[config.mk]
export PLATFORM = sky130hd
export DESIGN_NAME = mem_bus_if
export DESIGN_NICKNAME = d
export VERILOG_FILES = /design/src/rtl/mem_bus_if.sv
export SDC_FILE = /design/constraint.sdc
export NUM_CORES = 1
export LEC_CHECK = 0
export BUFFER_PORTS_ARGS = -buffer_cell sky130_fd_sc_hd__buf_4
export CAP_MARGIN = 40
export CORE_MARGIN = 2
export CORE_UTILIZATION = 50
export CTS_BUF_LIST = sky130_fd_sc_hd__clkbuf_8 sky130_fd_sc_hd__clkbuf_16
export CTS_CLUSTER_DIAMETER = 120
export DETAILED_ROUTE_END_ITERATION = 16
export PLACE_DENSITY = 0.81
export SYNTH_ARGS = -nofsm -noshare
export SYNTH_HDL_FRONTEND = slang
export SYNTH_SLANG_ARGS = --single-unit
[constraint.sdc]
create_clock -name Clk -period 4.3 [get_ports Clk]
set_input_delay 0.43 -clock Clk [delete_from_list [all_inputs] [get_ports Clk]]
set_output_delay 0.43 -clock Clk [all_outputs]
set_load 0.03 [all_outputs]
[src/rtl/mem_bus_if.sv]
// CPU load/store to memory-port bus stage: one request becomes one CS-strobed
// transaction with a synchronized ready handshake and lane-extended read data.
module mem_bus_if #(
  parameter int READY_MODE = 0,
  parameter int LAT_CYCLES = 16,
  parameter int TIMEOUT    = 255,
  parameter int TO_W       = 8
) (
  input  logic        Clk,
  input  logic        Reset,
  input  logic        cpu_req,
  input  logic        cpu_we,
  input  logic [1:0]  cpu_size,
  input  logic        cpu_sext,
  input  logic [31:0] cpu_addr,
  input  logic [31:0] cpu_wdata,
  output logic [31:0] cpu_rdata,
  output logic        cpu_ack,
  output logic        cpu_err,
  output logic        cpu_busy,
  output logic        mem_cs,
  output logic        mem_rw,
  output logic [3:0]  mem_be,
  output logic [29:0] mem_addr,
  output logic [31:0] mem_wdata,
  input  logic [31:0] mem_rdata,
  input  logic        mem_ready
);

  typedef enum logic [2:0] {
    IDLE, SETUP, STROBE, WAIT, DONE
  } state_e;

  localparam logic [TO_W-1:0] LAT_LAST = TO_W'(LAT_CYCLES - 1);
  localparam logic [TO_W-1:0] TO_LAST  = TO_W'(TIMEOUT - 1);

  state_e          state_q, state_d;
  logic [TO_W-1:0] cnt_q, cnt_d;
  logic            we_q, we_d;
  logic [1:0]      size_q, size_d;
  logic            sext_q, sext_d;
  logic [31:0]     addr_q, addr_d;
  logic [3:0]      be_q, be_d;
  logic [31:0]     wd_q, wd_d;
  logic [31:0]     rdata_q, rdata_d;
  logic            err_q, err_d;
  logic            cs_q, cs_d;
  logic            ack_q, ack_d;
  logic            busy_q, busy_d;
  logic            sync1_q, rdy_s_q, rdy_q;
  logic            rdy_rise, mis;
  logic [3:0]      be_n;
  logic [31:0]     wd_n, sh, ext;

  assign rdy_rise = rdy_s_q & ~rdy_q;

  always_comb begin
    mis  = 1'b0;
    be_n = 4'b1111;
    wd_n = cpu_wdata;
    unique case (cpu_size)
      2'b00: begin
        be_n = 4'b0001 << cpu_addr[1:0];
        wd_n = {4{cpu_wdata[7:0]}};
      end
      2'b01: begin
        mis  = cpu_addr[0];
        be_n = cpu_addr[1] ? 4'b1100 : 4'b0011;
        wd_n = {2{cpu_wdata[15:0]}};
      end
      2'b10: mis = |cpu_addr[1:0];
      default: mis = 1'b1;
    endcase
  end

  // Aligned lane lands in the low bits after the shift.
  always_comb begin
    sh  = mem_rdata >> {addr_q[1:0], 3'b000};
    ext = mem_rdata;
    unique case (size_q)
      2'b00:   ext = {{24{sext_q & sh[7]}}, sh[7:0]};
      2'b01:   ext = {{16{sext_q & sh[15]}}, sh[15:0]};
      default: ext = mem_rdata;
    endcase
    if (we_q) ext = '0;
  end

  always_comb begin
    state_d = state_q;
    cnt_d   = cnt_q;
    we_d    = we_q;
    size_d  = size_q;
    sext_d  = sext_q;
    addr_d  = addr_q;
    be_d    = be_q;
    wd_d    = wd_q;
    err_d   = 1'b0;
    rdata_d = '0;
    unique case (state_q)
      IDLE: begin
        if (cpu_req) begin
          we_d   = cpu_we;
          size_d = cpu_size;
          sext_d = cpu_sext;
          addr_d = cpu_addr;
          be_d   = be_n;
          wd_d   = wd_n;
          if (mis) begin
            state_d = DONE;
            err_d   = 1'b1;
          end else begin
            state_d = SETUP;
          end
        end
      end
      SETUP: state_d = STROBE;
      STROBE: begin
        cnt_d   = '0;
        state_d = WAIT;
      end
      WAIT: begin
        cnt_d = cnt_q + 1'b1;
        if (READY_MODE != 0) begin
          if (cnt_q == LAT_LAST) begin
            state_d = DONE;
            rdata_d = ext;
          end
        end else if (rdy_rise) begin
          state_d = DONE;
          rdata_d = ext;
        end else if (cnt_q == TO_LAST) begin
          state_d = DONE;
          err_d   = 1'b1;
        end
      end
      DONE:    state_d = IDLE;
      default: state_d = IDLE;
    endcase
    // Strobe/ack/busy are registered so the memory never sees decode glitches.
    cs_d   = (state_d == STROBE) || (state_d == WAIT);
    ack_d  = (state_d == DONE);
    busy_d = (state_d != IDLE);
  end

  always_ff @(posedge Clk or posedge Reset) begin
    if (Reset) begin
      state_q <= IDLE;
      cnt_q   <= '0;
      we_q    <= 1'b0;
      size_q  <= '0;
      sext_q  <= 1'b0;
      addr_q  <= '0;
      be_q    <= '0;
      wd_q    <= '0;
      rdata_q <= '0;
      err_q   <= 1'b0;
      cs_q    <= 1'b0;
      ack_q   <= 1'b0;
      busy_q  <= 1'b0;
      sync1_q <= 1'b0;
      rdy_s_q <= 1'b0;
      rdy_q   <= 1'b0;
    end else begin
      state_q <= state_d;
      cnt_q   <= cnt_d;
      we_q    <= we_d;
      size_q  <= size_d;
      sext_q  <= sext_d;
      addr_q  <= addr_d;
      be_q    <= be_d;
      wd_q    <= wd_d;
      rdata_q <= rdata_d;
      err_q   <= err_d;
      cs_q    <= cs_d;
      ack_q   <= ack_d;
      busy_q  <= busy_d;
      sync1_q <= mem_ready;
      rdy_s_q <= sync1_q;
      rdy_q   <= rdy_s_q;
    end
  end

  assign cpu_rdata = rdata_q;
  assign cpu_ack   = ack_q;
  assign cpu_err   = err_q;
  assign cpu_busy  = busy_q;
  assign mem_cs    = cs_q;
  assign mem_rw    = we_q;
  assign mem_be    = be_q;
  assign mem_addr  = addr_q[31:2];
  assign mem_wdata = wd_q;

endmodule

==> impl_metrics.yaml <==
setup_path:
  ff2ff_setup_slack_ns: 1.72
  worstSetupPathType: "flop to flop"
  crit_family: "compound AO/OA/AOI/OAI gates"
  critPathMaxStageDelay_ns: 0.94
  cp_data_required_time_ns: 4.74
  ff2ff_path_depth: 4
  path_max_fanout: 19
  slowest_stage: "a2111oi_4"
  cp.arrival_ns: 3.02
  reg2reg_to: "cpu_rdata[21]"
  r2r_start: "addr_q[0]"
  crit_path_end_kind: "flop"
  crit_chain: "nor2b_1, a22oi_1, a2111oi_4, a21o_2"
  worstSetupStartpointType: "flop"
  crit_buf_inv: 0
floorplanning:
  dieArea_mm2: 0.0120
  io_pins: 207
  core_mm2: 0.0109
  rows: 38
  initial_core_util_pct: 51.3
  die_y_um: 110
  die_width_um: 110
sta:
  timing.final.crit_period_ns: 2.58
  worst_pin_slew_ns: 0.954
  drv_slew: 0
  hold_ws_ns: 0.0274
  hold_violations: 0
  finalCritPeriodShare_pct: 60.0
  max_slew_margin_pct: 36.4
  rsz0062_at_grt: "no"
  fmax_mhz: 388
  clock_skew_ns: 0.0106
  finalSetupViolCount: 0
  setup_tns_ns: 0
power_and_ir_drop:
  peakVddDrop_mv: 0.445
  p_per_area_mw_per_mm2: 725
  p_total_mw: 5.49
  p_leak_nw: 4.01
detailed_routing:
  ant_nets: 0
  initialDrtViolationCount: 277
  avgRoutedWirePerCell_um: 16.1
  viasPerCell: 5.24
  first_pass_iters: 5
  wl_mm: 14.7
  vias: 4765
  drcViolationCount: 0
logic_synthesis:
  synth.distinct_cells: 40
  yosys_warnings: 0
  synthesis.nets: 697
  ys_seq_elements: 122
  synth-edff-count: 0
  avgSynthCellArea_um2: 9.45
  yosys_most_used_dff: "dfrtp_1"
  synth.cell_area_mm2: 0.00559
  synth_top_area_share_pct: 54.7
  syn-instance-count: 591
  seq_area_frac_synth_pct: 54.7
  synth_area_leaders: "dfrtp_1, nand2_1, mux2i_1, o21ai_0, buf_4"
  synthArstFlopShare_pct: 100
  yosysMostFrequentCell: "nand2_1"
  yosysTopAreaCell: "dfrtp_1"
  synth_commonest_cells: "nand2_1, dfrtp_1, o21ai_0"
place:
  dpl.cell_count: 877
  port_buffers: 206
  place_hpwl_mm: 10.7
  routabilityCongestion: 0.915
layout:
  layout.cells.non_filler: 909
  area_growth_pct: 35.8
  post_route_cells_drive_above_1_share_pct: 35.8
  nets: 862
  fill_cells: 831
  seqCellArea_mm2: 0.00305
  multiInputGateArea_mm2: 0.00213
  antenna_cells: 0
min_path:
  whs_endpoint: "sync1_q"
  hp-class: "input pin to flop"
  min_path_cells: 1
  min_from: "mem_ready"
global_routing:
  grt_pass1_wl_mm: 22.6
  antenna_found_initial: 0
  grt_pass1_vias: 4653
  grt.overflow.total: 0
  grt_max_degree: 98
  grt_usage_pct: 24.7
clocking:
  cts_resized: 0
  hold_buffers: 0
  clkTransAtPathRegs_ns: 0.06
  clockRootBuffer: "clkbuf_8"
  clock_latency_ns: 0.51
  cts_setup_buffers: 0
  clk_path_buf_depth: 2
  tritoncts: "done"
  cts-htree-levels: 4
  cts_made_buffers: 17
  clkSinkCount: 122
run_status:
  status: "complete, no violations"
flow_run:
  maxCapViolations: 0
[kinds of logic after synthesis]
| kind of cell | Yosys count | synth area share [%] |
|---|---|---|
| muxes | 37 | 6.68 |
| buffers and inverters | 74 | 7.35 |
| and+or+nand+nor | 230 | 17.0 |
| DFF | 122 | 54.7 |
| AOI/OAI and AO/OA | 126 | 13.9 |
| adders and majority gates | 2 | 0.448 |
[per-stage QoR]
step / cell area, um2 / setup WS, ns / util, %
after floorplan: 5590 / 0.627 / -
after global placement: 6970 / 1.92 / 64.0
after detailed placement: 6980 / 1.78 / 64.1
after CTS: 7580 / 1.76 / 69.7
after global routing: 7580 / 1.53 / 69.7
final: 7580 / 1.72 / 69.7
[cell usage in the layout, fill, tap and decap left out, drive strengths merged, types with 2 or more instances in the layout]
cell      synthesis  routed
a31oi             3       3
or3               2       2
nand3             4       4
inv               8      10
or3b              2       2
clkbuf           24      18
or2               4       4
o21ai            55      55
clkinvlp          0       3
clkinv            1       7
nand2b            3       3
bufinv            0       3
a21oi            31      31
nor3              4       4
ha                2       2
nor2             29      29
mux2i            35      35
dfrtp           122     122
a21o             24      24
buf              41     210
nand2           173     173
o221ai            8       8
nor3b             2       2
mux2              2       2
[layout make-up]
type	count	area share, %
clock buffer	18	5.64
clock inverter	14	2.26
tap	140	2.31
sequential	122	40.3
timing repair buffer	211	20.9
inverter	9	0.478
multi-input combinational	395	28.1
[worst max-delay path by stage]
stage	from	endpoint	slack, ns	depth (start not counted)
after CTS	addr_q[0]	cpu_rdata[21]	1.76	4
after global placement	addr_q[0]	cpu_rdata[24]	1.92	4
final	addr_q[0]	cpu_rdata[21]	1.72	4
after global routing	addr_q[0]	cpu_rdata[21]	1.53	4
after detailed placement	addr_q[0]	cpu_rdata[21]	1.78	4
after floorplan	Reset	addr_q[0]	0.63	1
[per-layer routing]
layer | wire (um) | track usage (%) | vias up
met4 | 235 | 8.86 | 0
met3 | 1210 | 6.70 | 20
li1 | - | - | 2280
met1 | 5720 | 29.2 | 2248
met2 | 7480 | 43.1 | 217
met5 | 0 | 0 | -
[sequential cells by signal (all words and copies together) (netlist names)]
signal     count
cpu_rdata     32
rdy_q          1
sync1_q        1
cpu_ack        1
rdy_s_q        1
mem_rw         1
mem_be         4
size_q         2
addr_q        32
sext_q         1
mem_wdata     32
cpu_err        1
mem_cs         1
cpu_busy       1
state_q        3
cnt_q          8
[where the power goes]
part	internal, mW	switching, mW
Clock	0.900	0.511
Sequential	1.53	0.296
Combinational	0.822	1.43
Total	3.26	2.24
Note: power is estimated with default switching activity, not from simulation.
